**config.mk**
```make
export PLATFORM = sky130hd
export DESIGN_NAME = flopoco_fmul
export DESIGN_NICKNAME = d
export VERILOG_FILES = /design/src/rtl/fmul_pkg.sv /design/src/rtl/fmul_round.sv /design/src/rtl/flopoco_fmul.sv
export SDC_FILE = /design/constraint.sdc
export NUM_CORES = 1
export LEC_CHECK = 0
export ABC_AREA = 1
export BUFFER_PORTS_ARGS = -buffer_cell sky130_fd_sc_hd__buf_2
export CAP_MARGIN = 25
export CELL_PAD_IN_SITES_DETAIL_PLACEMENT = 1
export CELL_PAD_IN_SITES_GLOBAL_PLACEMENT = 2
export CORE_ASPECT_RATIO = 1.2
export CORE_MARGIN = 2
export CORE_UTILIZATION = 33
export DETAILED_ROUTE_END_ITERATION = 10
export PLACE_DENSITY_LB_ADDON = 0.1
export SYNTH_ARGS = -nofsm -noshare
export SYNTH_HDL_FRONTEND = slang
export SYNTH_SLANG_ARGS = --single-unit
```
**constraint.sdc**
```tcl
create_clock -name clk -period 0.8 [get_ports clk]
set_input_delay 0.08 -clock clk [delete_from_list [all_inputs] [get_ports clk]]
set_output_delay 0.08 -clock clk [all_outputs]
set_load 0.1 [all_outputs]
```
**src/rtl/fmul_pkg.sv**
```systemverilog
// Shared constants and field helpers for the FloPoCo-format multiplier.
// Word layout: exn[WW-1:WW-2], sign, exp[WE-1:0], frac[WF-1:0].
package fmul_pkg;

    localparam int WE   = 4;
    localparam int WF   = 4;
    localparam int WW   = WE + WF + 3;
    localparam int BIAS = (1 << (WE - 1)) - 1;
    // Exponent datapath width: wide enough to hold eX+eY-BIAS+1 plus a rounding carry, signed
    localparam int EW   = WE + 3;

    localparam logic [1:0] EXN_ZERO   = 2'b00;
    localparam logic [1:0] EXN_NORMAL = 2'b01;
    localparam logic [1:0] EXN_INF    = 2'b10;
    localparam logic [1:0] EXN_NAN    = 2'b11;

    function automatic logic [1:0] get_exn(input logic [WW-1:0] w);
        return w[WW-1:WW-2];
    endfunction

    function automatic logic get_sign(input logic [WW-1:0] w);
        return w[WE+WF];
    endfunction

    function automatic logic [WE-1:0] get_exp(input logic [WW-1:0] w);
        return w[WE+WF-1:WF];
    endfunction

    function automatic logic [WF-1:0] get_frac(input logic [WW-1:0] w);
        return w[WF-1:0];
    endfunction

    function automatic logic [WW-1:0] pack_word(input logic [1:0] exn, input logic sign,
                                                 input logic [WE-1:0] exp, input logic [WF-1:0] frac);
        return {exn, sign, exp, frac};
    endfunction

endpackage

```
**src/rtl/fmul_round.sv**
```systemverilog
// Normalizes the raw significand product, rounds to nearest-even and
// reports exponent overflow/underflow after the rounding carry.
module fmul_round
    import fmul_pkg::*;
(
    input  logic [2*WF+1:0] p,
    input  logic [EW-1:0]   e_pre,
    input  logic            norm,
    output logic [WE-1:0]   exp,
    output logic [WF-1:0]   frac,
    output logic            ovf,
    output logic            unf
);

    logic [WF-1:0]    frac_t;
    logic             guard;
    logic             sticky;
    logic             rnd;
    logic [EW-1:0]    e_n;
    logic [EW+WF-1:0] sum;
    logic [EW-1:0]    e_r;

    always_comb begin
        frac_t = '0;
        guard  = 1'b0;
        sticky = 1'b0;
        if (norm) begin
            frac_t = p[2*WF:WF+1];
            guard  = p[WF];
            sticky = |p[WF-1:0];
        end else begin
            frac_t = p[2*WF-1:WF];
            guard  = p[WF-1];
            sticky = |p[WF-2:0];
        end
    end

    assign rnd = guard & (sticky | frac_t[0]);
    assign e_n = e_pre + {{(EW-1){1'b0}}, norm};

    // Rounding on the concatenation lets a fraction carry-out bump the exponent for free
    assign sum  = {e_n, frac_t} + {{(EW+WF-1){1'b0}}, rnd};
    assign e_r  = sum[EW+WF-1:WF];
    assign frac = sum[WF-1:0];
    assign exp  = e_r[WE-1:0];

    // e_r is two's complement: sign bit means underflow, any bit above the field means overflow
    assign unf = e_r[EW-1];
    assign ovf = ~e_r[EW-1] & (|e_r[EW-2:WE]);

endmodule

```
**src/rtl/flopoco_fmul.sv**
```systemverilog
// FloPoCo floating-point multiplier: exception decode, sign and rounded
// normal-path product registered into R with one cycle of latency.
module flopoco_fmul
    import fmul_pkg::*;
(
    input  logic          clk,
    input  logic          reset,
    input  logic [WW-1:0] X,
    input  logic [WW-1:0] Y,
    output logic [WW-1:0] R
);

    logic [WW-1:0] ops [2];
    logic [1:0]    is_zero;
    logic [1:0]    is_inf;
    logic [1:0]    is_nan;
    logic [WF:0]   sig  [2];
    logic [WE-1:0] expo [2];

    assign ops[0] = X;
    assign ops[1] = Y;

    genvar gi;
    generate
        for (gi = 0; gi < 2; gi++) begin : g_dec
            assign is_zero[gi] = (get_exn(ops[gi]) == EXN_ZERO);
            assign is_inf[gi]  = (get_exn(ops[gi]) == EXN_INF);
            assign is_nan[gi]  = (get_exn(ops[gi]) == EXN_NAN);
            assign sig[gi]     = {1'b1, get_frac(ops[gi])};
            assign expo[gi]    = get_exp(ops[gi]);
        end
    endgenerate

    logic            sign;
    logic [2*WF+1:0] p;
    logic [EW-1:0]   e_pre;
    logic            norm;
    logic [WE-1:0]   exp_rnd;
    logic [WF-1:0]   frac_rnd;
    logic            ovf;
    logic            unf;
    logic [WW-1:0]   r_next;
    logic [WW-1:0]   r_reg;

    assign sign  = get_sign(X) ^ get_sign(Y);
    assign p     = {{(WF+1){1'b0}}, sig[0]} * {{(WF+1){1'b0}}, sig[1]};
    assign norm  = p[2*WF+1];
    assign e_pre = {{(EW-WE){1'b0}}, expo[0]} + {{(EW-WE){1'b0}}, expo[1]} - EW'(BIAS);

    fmul_round u_round (
        .p     (p),
        .e_pre (e_pre),
        .norm  (norm),
        .exp   (exp_rnd),
        .frac  (frac_rnd),
        .ovf   (ovf),
        .unf   (unf)
    );

    always_comb begin
        r_next = '0;
        if (|is_nan || (is_zero[0] && is_inf[1]) || (is_inf[0] && is_zero[1])) begin
            r_next = pack_word(EXN_NAN, 1'b0, '0, '0);
        end else if (|is_inf) begin
            r_next = pack_word(EXN_INF, sign, '0, '0);
        end else if (|is_zero) begin
            r_next = pack_word(EXN_ZERO, sign, '0, '0);
        end else if (ovf) begin
            r_next = pack_word(EXN_INF, sign, '0, '0);
        end else if (unf) begin
            r_next = pack_word(EXN_ZERO, sign, '0, '0);
        end else begin
            r_next = pack_word(EXN_NORMAL, sign, exp_rnd, frac_rnd);
        end
    end

    always_ff @(posedge clk or negedge reset) begin
        if (!reset) begin
            r_reg <= '0;
        end else begin
            r_reg <= r_next;
        end
    end

    assign R = r_reg;

endmodule

```
# After elaboration in Yosys (flattened, before gate mapping)
# Index checks and enable logic that the tools add are counted.
# totals
word_cells,35
input_bits,24
ff_bits,11
output_inout_bits,11
# classes
n_mux,8
add_sub_neg,4
n_mul,1
bitwise,5
n_eq_ne,4
n_reduce_logical,12
# op_table
cell,count
2-to-1 mux 11 bit,4
adder 11 x 1 -> 11 bit,1
multiplier 5 x 5 -> 10 bit,1
2-to-1 mux 10 bit,1
"== test 2 bit, second input constant",4
OR reduction 2 bit,4
adder 6 x 2 -> 7 bit,1
"subtractor 5 x 3 -> 6 bit, second input constant",1
adder 4 x 4 -> 5 bit,1
zero test 2 bit,2
2-to-1 mux 4 bit,1
OR reduction 4 bit,1
OR reduction 3 bit,1
bitwise AND 1 bit,2
logical AND 1 bit,2
logical OR 1 bit,2
2-to-1 mux 1 bit,2
NOT 1 bit,1
OR 1 bit,1
bitwise XOR 1 bit,1

# Longest topological paths before layout
# Gate-level depths: netlist of run 1.
# logic_depth
depth_word,12
ltp_mapped,27
mapped_depth_nobuf,27

# Modules after synthesis
# A second synthesis of run 1 with hierarchy kept.
# unflattened
cells_unflattened,296
hier_area_um2,1970.6
# by_module_without_submodules
module,n_inst,seq_area_each_um2,cells_each,area_per_inst_um2
flopoco_fmul,1,275.3,185,1411.4
fmul_round,1,0.0,111,559.3

# Worst setup path after synthesis of run 1
# Ideal clock, no wire load.
# synth_path
path_type,in2reg
startpoint,input port X[1]
endpoint,"register r_reg[9], in the netlist R[9]"
arrival_time_ns,4.036
required_time_ns,0.666
stages,25
path_buffers,0
setup_time_ns,0.134
path_slack_ns,-3.370
path_cell_list,nand2_1 -> inv_1 -> fa_1 -> inv_1 -> fa_1 -> fa_1 -> inv_1 -> ha_1 -> or2_4 -> nand3_2 -> nand2_2 -> nand2_1 -> nand2_2 -> ha_1 -> ha_1 -> xnor2_1 -> inv_1 -> nor2_1 -> nand2_1 -> nor2_1 -> nand3_1 -> nand2_1 -> nand2_2 -> nand3_4 -> nand2_1
# synth_between
elab_chain_len,12
elab_cells_between_ends,18
classes_between,add/sub: 2; mul: 1; mux: 8; bitwise: 4; reduce/logical: 3
# synth_rtl
element,line,rtl
"start, declared",flopoco_fmul.sv:8,"input logic [WW-1:0] X,"
multiplier 5 x 5 -> 10 bit (*),flopoco_fmul.sv:46,"assign p = {{(WF+1){1'b0}}, sig[0]} * {{(WF+1){1'b0}}, sig[1]};"
"parallel branches: the longest is 4 deep, another holds adder 6 x 2 -> 7 bit",--,
adder 11 x 1 -> 11 bit (*),fmul_round.sv:42,"assign sum = {e_n, frac_t} + {{(EW+WF-1){1'b0}}, rnd};"
OR reduction 2 bit or NOT 1 bit (tied branches),fmul_round.sv:49,assign ovf = ~e_r[EW-1] & (|e_r[EW-2:WE]);
bitwise AND 1 bit,fmul_round.sv:49,
2-to-1 mux 11 bit (*),flopoco_fmul.sv:68,end else if (ovf) begin
2-to-1 mux 11 bit (*),flopoco_fmul.sv:66,end else if (|is_zero) begin
2-to-1 mux 11 bit (*),flopoco_fmul.sv:64,end else if (|is_inf) begin
2-to-1 mux 11 bit (*),flopoco_fmul.sv:62,if (|is_nan || (is_zero[0] && is_inf[1]) || (is_inf[0] && is_zero[1])) begin
named net r_next[9],flopoco_fmul.sv:42,logic [WW-1:0] r_next;
"end signal, assigned",flopoco_fmul.sv:81,r_reg <= r_next;
"end, declared",flopoco_fmul.sv:43,logic [WW-1:0] r_reg;
# Mark *: on every way through the listed nets, which the timed path passes.

# Final worst setup path of run 1
# layout_path
startpoint,input port Y[3]
endpoint,"register r_reg[5], in the netlist R[5]"
# layout_between
elab_chain_len,12
elab_cells_between_ends,17
classes_between,add/sub: 2; mul: 1; mux: 8; bitwise: 4; reduce/logical: 2
# layout_rtl
element,line,rtl
"start, declared",flopoco_fmul.sv:9,"input logic [WW-1:0] Y,"
multiplier 5 x 5 -> 10 bit (*),flopoco_fmul.sv:46,
"parallel branches: the longest is 4 deep, another holds adder 6 x 2 -> 7 bit",--,
adder 11 x 1 -> 11 bit (*),fmul_round.sv:42,
OR reduction 2 bit or NOT 1 bit (tied branches),fmul_round.sv:49,
bitwise AND 1 bit,fmul_round.sv:49,
2-to-1 mux 11 bit (*),flopoco_fmul.sv:68,
2-to-1 mux 11 bit (*),flopoco_fmul.sv:66,
2-to-1 mux 11 bit (*),flopoco_fmul.sv:64,
2-to-1 mux 11 bit (*),flopoco_fmul.sv:62,
named net r_next[5],flopoco_fmul.sv:42,
# Marked as above.

==> results of run 1 <==
[through the flow]
stage          total power (uW)  cells  util, %  hold WS, ps  TNS, ps
6_report                   6080    450     56.3          146   -30660
5_1_grt                    6640    450     56.3          159   -32610
4_1_cts                    5680    447     53.4          141   -31420
3_5_place_dp               4800    436     50.0        -29.9   -34050
3_3_place_gp               4700    436     50.0        -41.4   -32920
2_1_floorplan              3170    283        -         -216   -30290
[layout by cell type (no fill, tap or decap), types with 2 or more instances in the layout]
master    instances
a21oi_1           5
buf_12           11
buf_2            19
buf_4            64
buf_6             2
clkbuf_8          3
dfrtp_2          10
fa_1             10
ha_1             19
ha_4              8
inv_1            58
inv_2             6
nand2_1          63
nand2_2          15
nand2_4           7
nand3_1          19
nand3_2           4
nand3_4           4
nand3b_1          2
nand4_1           3
nor2_1            9
nor2_2            9
nor2_4            6
nor3_1            2
o21ai_0           6
o21bai_1          2
or2_2             2
or2_4             2
xnor2_1           2
xor2_1            2
[worst max-delay path by stage]
stage | from | end | slack (ps) | cells after the start
after floorplan | X[1] | R[9] | -3030 | 25
after global placement | X[1] | R[9] | -3280 | 26
after detailed placement | X[1] | R[4] | -3400 | 26
after CTS | X[2] | R[1] | -3060 | 25
after global routing | Y[3] | R[6] | -3180 | 24
final | Y[3] | R[5] | -3000 | 24
[routing by layer]
layer | vias to the layer above | track usage [%] | part of all wire [%]
li1 | 1081 | - | -
met1 | 1023 | 17.1 | 35
met2 | 21 | 41.3 | 63
met3 | 4 | 0.694 | 1.2
met4 | 0 | 2.48 | 0.53
met5 | - | 0 | 0
[where the power goes]
group	switching (uW)	total [uW]	internal, uW
combinational	2640	4860	2220
sequential	37.9	643	605
clock	226	577	351
total	2910	6080	3170
[worst min-delay path, cell delays in order]
cell     delay (ps)
buf_2            90
xnor2_1         130
nor2_1           50
[what timing repair did]
item / 4_1_cts / 5_1_grt
buffers inserted: 5 / 3
pin swaps: 25 / 26
gates cloned: 1 / 0
setup endpoints to repair: 21 / 22
hold endpoints to repair: 11 / 0
gates resized for setup: 27 / 29
hold buffers: 1 / 0
[kinds of logic (layout without fill, tap and decap cells)]
kind of cell / after synthesis / in the layout
xor+xnor: 5 / 5
fa+ha+maj: 37 / 37
buf+inv: 64 / 166
simple gates: 147 / 148
compound gates: 19 / 19
flops: 11 / 11
[cell type report]
class | instances | area, um^2
fillers | 719 | 2460
multi-input cells | 209 | 1670
repair buffers | 98 | 843
flip-flops and latches | 11 | 288
inverters | 64 | 240
well taps | 64 | 80.1
clock buffers | 4 | 45.0
==> metrics.md, run 1 <==
| Metric | Value |
|---|---|
| Worst slack, placed | -3400 ps |
| Cells after synthesis | 283 |
| HP Class | input pin to register |
| Final Max Slew Viols | 0 |
| CP Capture Type | register |
| Fin worst setup slack | -3000 ps |
| Die span in x | 73.4 um |
| Hold Violations, Final | 0 |
| Leak pwr | 0.00172 uW |
| Net count after synthesis | 344 |
| Placed Instance Area | 2810 um^2 |
| Slew HR | 77.4% |
| Die H | 87.3 um |
| Status | finished, violations left |
| Crit Path Class | input pin to register |
| Pwr dens | 1920 nW/um^2 |
| Total grt overflow | 0 |
| Total GRT Usage | 18.2% |
| Drt wl/cell | 13.0 um |
| Netlist Area Pre-Place | 1910 um^2 |
| Post-synth EDFFs | 0 |
| Initial core utilization | 33.9% |
| 1st-pass router iterations | 4 |
| Pin count of the biggest net entering global routing | 12 |
| IO Port Bufs | 34 |
| Layout cell share with drive strength beyond 1 | 46.4% |
| HP Start | X[8] |
| Initial antenna violation count | 0 |
| WHS Endpoint | R[8] |
| CP delay by family, top | adder cells |
| Max Clk Rate | 263 MHz |
| Synth area leader | ha_1 |
| Final instance area | 3170 um^2 |
| Mean number of vias per cell | 4.73 |
| CP Max Fanout | 5 |
| ANT nets after route | 0 |
| Multiplexer share of the synthesized area | 0% |
| Asr flop ratio synth | 100% |
| Max reg flops | 11 |
| #FFs+latches synth | 11 |
| I/O Pins | 35 |
| Post-synth top cells | 75 x nand2_1, 64 x inv_1, 27 x ha_1, 22 x nand3_1, 20 x nor2_1 |
| Worst setup SP type | input pin |
| Post-Synth Adder-Cell Area | 28.2% |
| Top-count cell post-synth | nand2_1 |
| Data arrival time of the worst path | 3960 ps |
| Area Growth Syn to Fin | 66.2% |
| Number of global-route vias before repair | 2231 |
| CTS tree | yes |
| Top post-synthesis cells by area | ha_1 18%, nand2_1 15%, dfrtp_1 14%, inv_1 13%, fa_1 10% |
| Syn Area/Cell | 6.74 um^2 |
| Buf/Inv on CP | 4 |
| CP Cell Sequence | buf_4 -> buf_4 -> ha_1 -> fa_1 -> fa_1 -> ha_1 -> ha_4 -> nand2_2 -> inv_1 -> a21oi_4 -> nand2_4 -> nand2_4 -> nand2_4 -> ha_4 -> ha_4 -> xnor2_2 -> inv_2 -> nor2_4 -> nand2_2 -> nor2_4 -> nand4_1 -> nand2_2 -> nand3_4 -> nor2_2 |
| Sequential fraction of the synthesis area | 14.4% |
| Worst-path clk slew | 50 ps |
| Total core area | 5630 um^2 |
| Max VDD drop | 0.762 mV |
| Clock sink count | 11 |
| Ant diodes | 0 |
| Xor/xnor share of the synthesized area | 2.30% |
| Clk root buf | clkbuf_8 |
| Worst Tran Pin Value | 338 ps |
| Final setup vio count | 21 |
| Cts bufs inserted | 3 |
| CTS max path bufs | 2 |
| Synth top area share | 17.7% |
| RD Place Congestion | 0.761 |
| Fin crit period | 3800 ps |
| Post-synthesis compound-gate area fraction | 5.84% |
| Synth cell types | 27 |
| WP data required | 970 ps |
| Die area | 6400 um^2 |
| Synth Area in Simple Gates | 36.6% |
| Fin nets | 448 |
| Crit path max-delay cell type | fa_1 |
| Via Count | 2129 |
| Final HPWL DP | 4650 um |
| Fin crit share | 475% |
| Largest family of logic cells by synthesized area | simple AND/OR/NAND/NOR gates |
| Cell row count | 30 |
| Iter 0 DRT Violations | 59 |
| RSZ-0062 raised after global routing | yes |
| Violated checks | negative setup slack |
| DRC viols | 0 |
| DRT Wirelength | 5860 um |
| Max incr delay on CP | 460 ps |
| First-pass GRT wire length | 9290 um |
| Max cap viols | 0 |
| Synth warnings | 0 |
| H-Tree Depth | 1 |
| Worst hold path stage count | 3 |
| Predominant post-synthesis flop cell | dfrtp_1 |
Note: power is estimated with default switching activity, not from simulation.
==> inputs of run 2 (changes only) <==
--- a/config.mk
+++ b/config.mk
@@ -12,8 +12,10 @@
 export CELL_PAD_IN_SITES_GLOBAL_PLACEMENT = 2
 export CORE_ASPECT_RATIO = 1.2
 export CORE_MARGIN = 2
-export CORE_UTILIZATION = 33
+export CORE_UTILIZATION = 34
+export CTS_BUF_LIST = sky130_fd_sc_hd__clkbuf_4 sky130_fd_sc_hd__clkbuf_8
 export DETAILED_ROUTE_END_ITERATION = 10
+export GPL_ROUTABILITY_DRIVEN = 0
 export PLACE_DENSITY_LB_ADDON = 0.1
 export SYNTH_ARGS = -nofsm -noshare
 export SYNTH_HDL_FRONTEND = slang
==> run 2 against run 1 <==
The run still ends with negative setup slack left. Sequential power hardly changed. Non-clock buffer count is 3 lower. First-iteration DRC count is 19% lower. Setup slack worse by 28 ps. Count of clock-buffer cells in the layout stayed put. Wire length is 6.1% lower. Total power is 4.2% lower. Via count is 1.6% lower. Highest routed layer unchanged.
==> metrics.md, run 2 (synthesis results as in run 1) <==
| Metric | Value |
|---|---|
| Status | finished, violations left |
| Violated checks | negative setup slack |
| Crit Path Class | input pin to register |
| Area Growth Syn to Fin | 61.8% |
| Total grt overflow | 0 |
| Total core area | 5330 um^2 |
| CTS tree | yes |
| Worst hold path stage count | 3 |
| WP data required | 960 ps |
| Worst Tran Pin Value | 307 ps |
| Combinational Power Share | 79.0% |
| Worst setup SP type | input pin |
| Worst-path clk slew | 50 ps |
| First-pass GRT wire length | 9340 um |
| Layout cell share with drive strength beyond 1 | 44.9% |
| Commonest non-fill, non-tap cell in the layout | nand2_1 |
| Final instance area | 3090 um^2 |
| Mean number of vias per cell | 4.71 |
| Max reg flops | 11 |
| Fin crit period | 3820 ps |
| Fin crit share | 478% |
| HP Start | X[8] |
| Die H | 86.0 um |
| Worst slack, placed | -3360 ps |
| RSZ-0062 raised after global routing | yes |
| Via Count | 2094 |
| DRC viols | 0 |
| Internal power | 3050 uW |
| Leak pwr | 0.00169 uW |
| Total GRT Usage | 18.6% |
| Max cap viols | 0 |
| CTS max path bufs | 2 |
| CP dominant cell by count | nand2_2 |
| I/O Pins | 35 |
| Fill cells | 675 |
| CP Max Fanout | 5 |
| Die span in x | 72.4 um |
| Crit path max-delay cell type | fa_1 |
| CP delay by family, top | adder cells |
| ANT nets after route | 0 |
| Placed Instance Area | 2830 um^2 |
| Buf/Inv on CP | 5 |
| Max Clk Rate | 261 MHz |
| Final HPWL DP | 4800 um |
| Final Max Slew Viols | 0 |
| Most frequent cells in the layout | 65 x nand2_1, 60 x buf_4, 59 x inv_1, 21 x ha_1 |
| Clock power frac | 10.0% |
| Fin nets | 445 |
| Met1 Resource Use GR | 18.1% |
| WHS Endpoint | R[8] |
| Initial core utilization | 35.7% |
| CP Capture Type | register |
| Psw | 2770 uW |
| Data arrival time of the worst path | 3980 ps |
| 1st-pass router iterations | 4 |
| Utilization after layout | 57.8% |
| Drt wl/cell | 12.4 um |
| Ant diodes | 0 |
| HP Class | input pin to register |
| Fin worst setup slack | -3020 ps |
| Cell row count | 29 |
| Die area | 6230 um^2 |
| Initial antenna violation count | 0 |
| GR Util met3 | 1.53% |
| Pwr dens | 1890 nW/um^2 |
| Storage cell area | 288 um^2 |
| Clock sink count | 11 |
| Setup TNS | -30650 ps |
| Sequential power share | 11.0% |
| H-Tree Depth | 1 |
| Final setup vio count | 21 |
| Cts bufs inserted | 3 |
| IO Port Bufs | 34 |
| Multi-input logic area | 1610 um^2 |
| Sw Share | 47.6% |
| Max VDD drop | 0.904 mV |
| GR peak layer | met2 |
| Hold Violations, Final | 0 |
| Iter 0 DRT Violations | 48 |
| Met2 Use GR | 41.2% |
| Slew HR | 79.5% |
| Number of global-route vias before repair | 2222 |
| Clk root buf | clkbuf_8 |
| Max incr delay on CP | 510 ps |
| DRT Wirelength | 5500 um |
| Pin count of the biggest net entering global routing | 12 |
-- run 2: changes by cell type in the layout (fill, tap and decap cells not counted), sizes merged --
cell / before / now
buf: 97 / 94
-- run 2: power by group through the flow --
stage                     Clock (uW)  Sequential, uW  Combinational [uW]
after floorplan                    0             933                2230
after global placement             0             648                4070
after detailed placement           0             651                4200
after CTS                        593             644                4460
after global routing             616             648                5110
final                            582             642                4600
-- run 2: through the flow --
step	power, uW	hold WS, ps	std cells
after floorplan	3170	-216	283
after global placement	4720	-48.0	436
after detailed placement	4850	-46.0	436
after CTS	5690	137	443
after global routing	6370	150	445
final	5820	114	445
-- run 2: worst max-delay path by stage --
stage               startpoint  endpoint  slack [ps]  cells past startpoint
floorplan                 X[1]      R[9]       -3030                     25
global placement          X[1]      R[9]       -3260                     25
detailed placement        Y[3]      R[1]       -3360                     24
CTS                       Y[3]      R[4]       -3030                     25
global route              Y[3]      R[4]       -3240                     26
finish                    Y[3]      R[4]       -3020                     25
-- run 2: tightest hold or removal path, cell delays in order --
cell,delay (ps)
buf_2,90
xnor2_1,110
nor2_1,40
-- run 2: timing repair --
item                                    CTS  global route
cloned                                    1             0
gates resized for setup                  30            16
hold endpoints to repair                 11             0
buffers inserted                          1             2
hold buffers                              1             0
pin swaps                                24            15
endpoints found under the setup margin   21            22
-- run 2: final cells by class --
type                       instances  share of cell area [%]
timing repair buffer              95                    26.5
inverter                          64                    7.79
multi-input combinational        209                    52.3
clock buffer                       4                    1.58
sequential                        11                    9.33
tap                               62                    2.51
-- run 2: metal layers --
| layer | part of all wire [%] | vias to the layer above |
|---|---|---|
| met4 | 0.31 | 0 |
| li1 | - | 1074 |
| met2 | 63 | 21 |
| met5 | 0 | - |
| met1 | 35 | 997 |
| met3 | 1.8 | 2 |
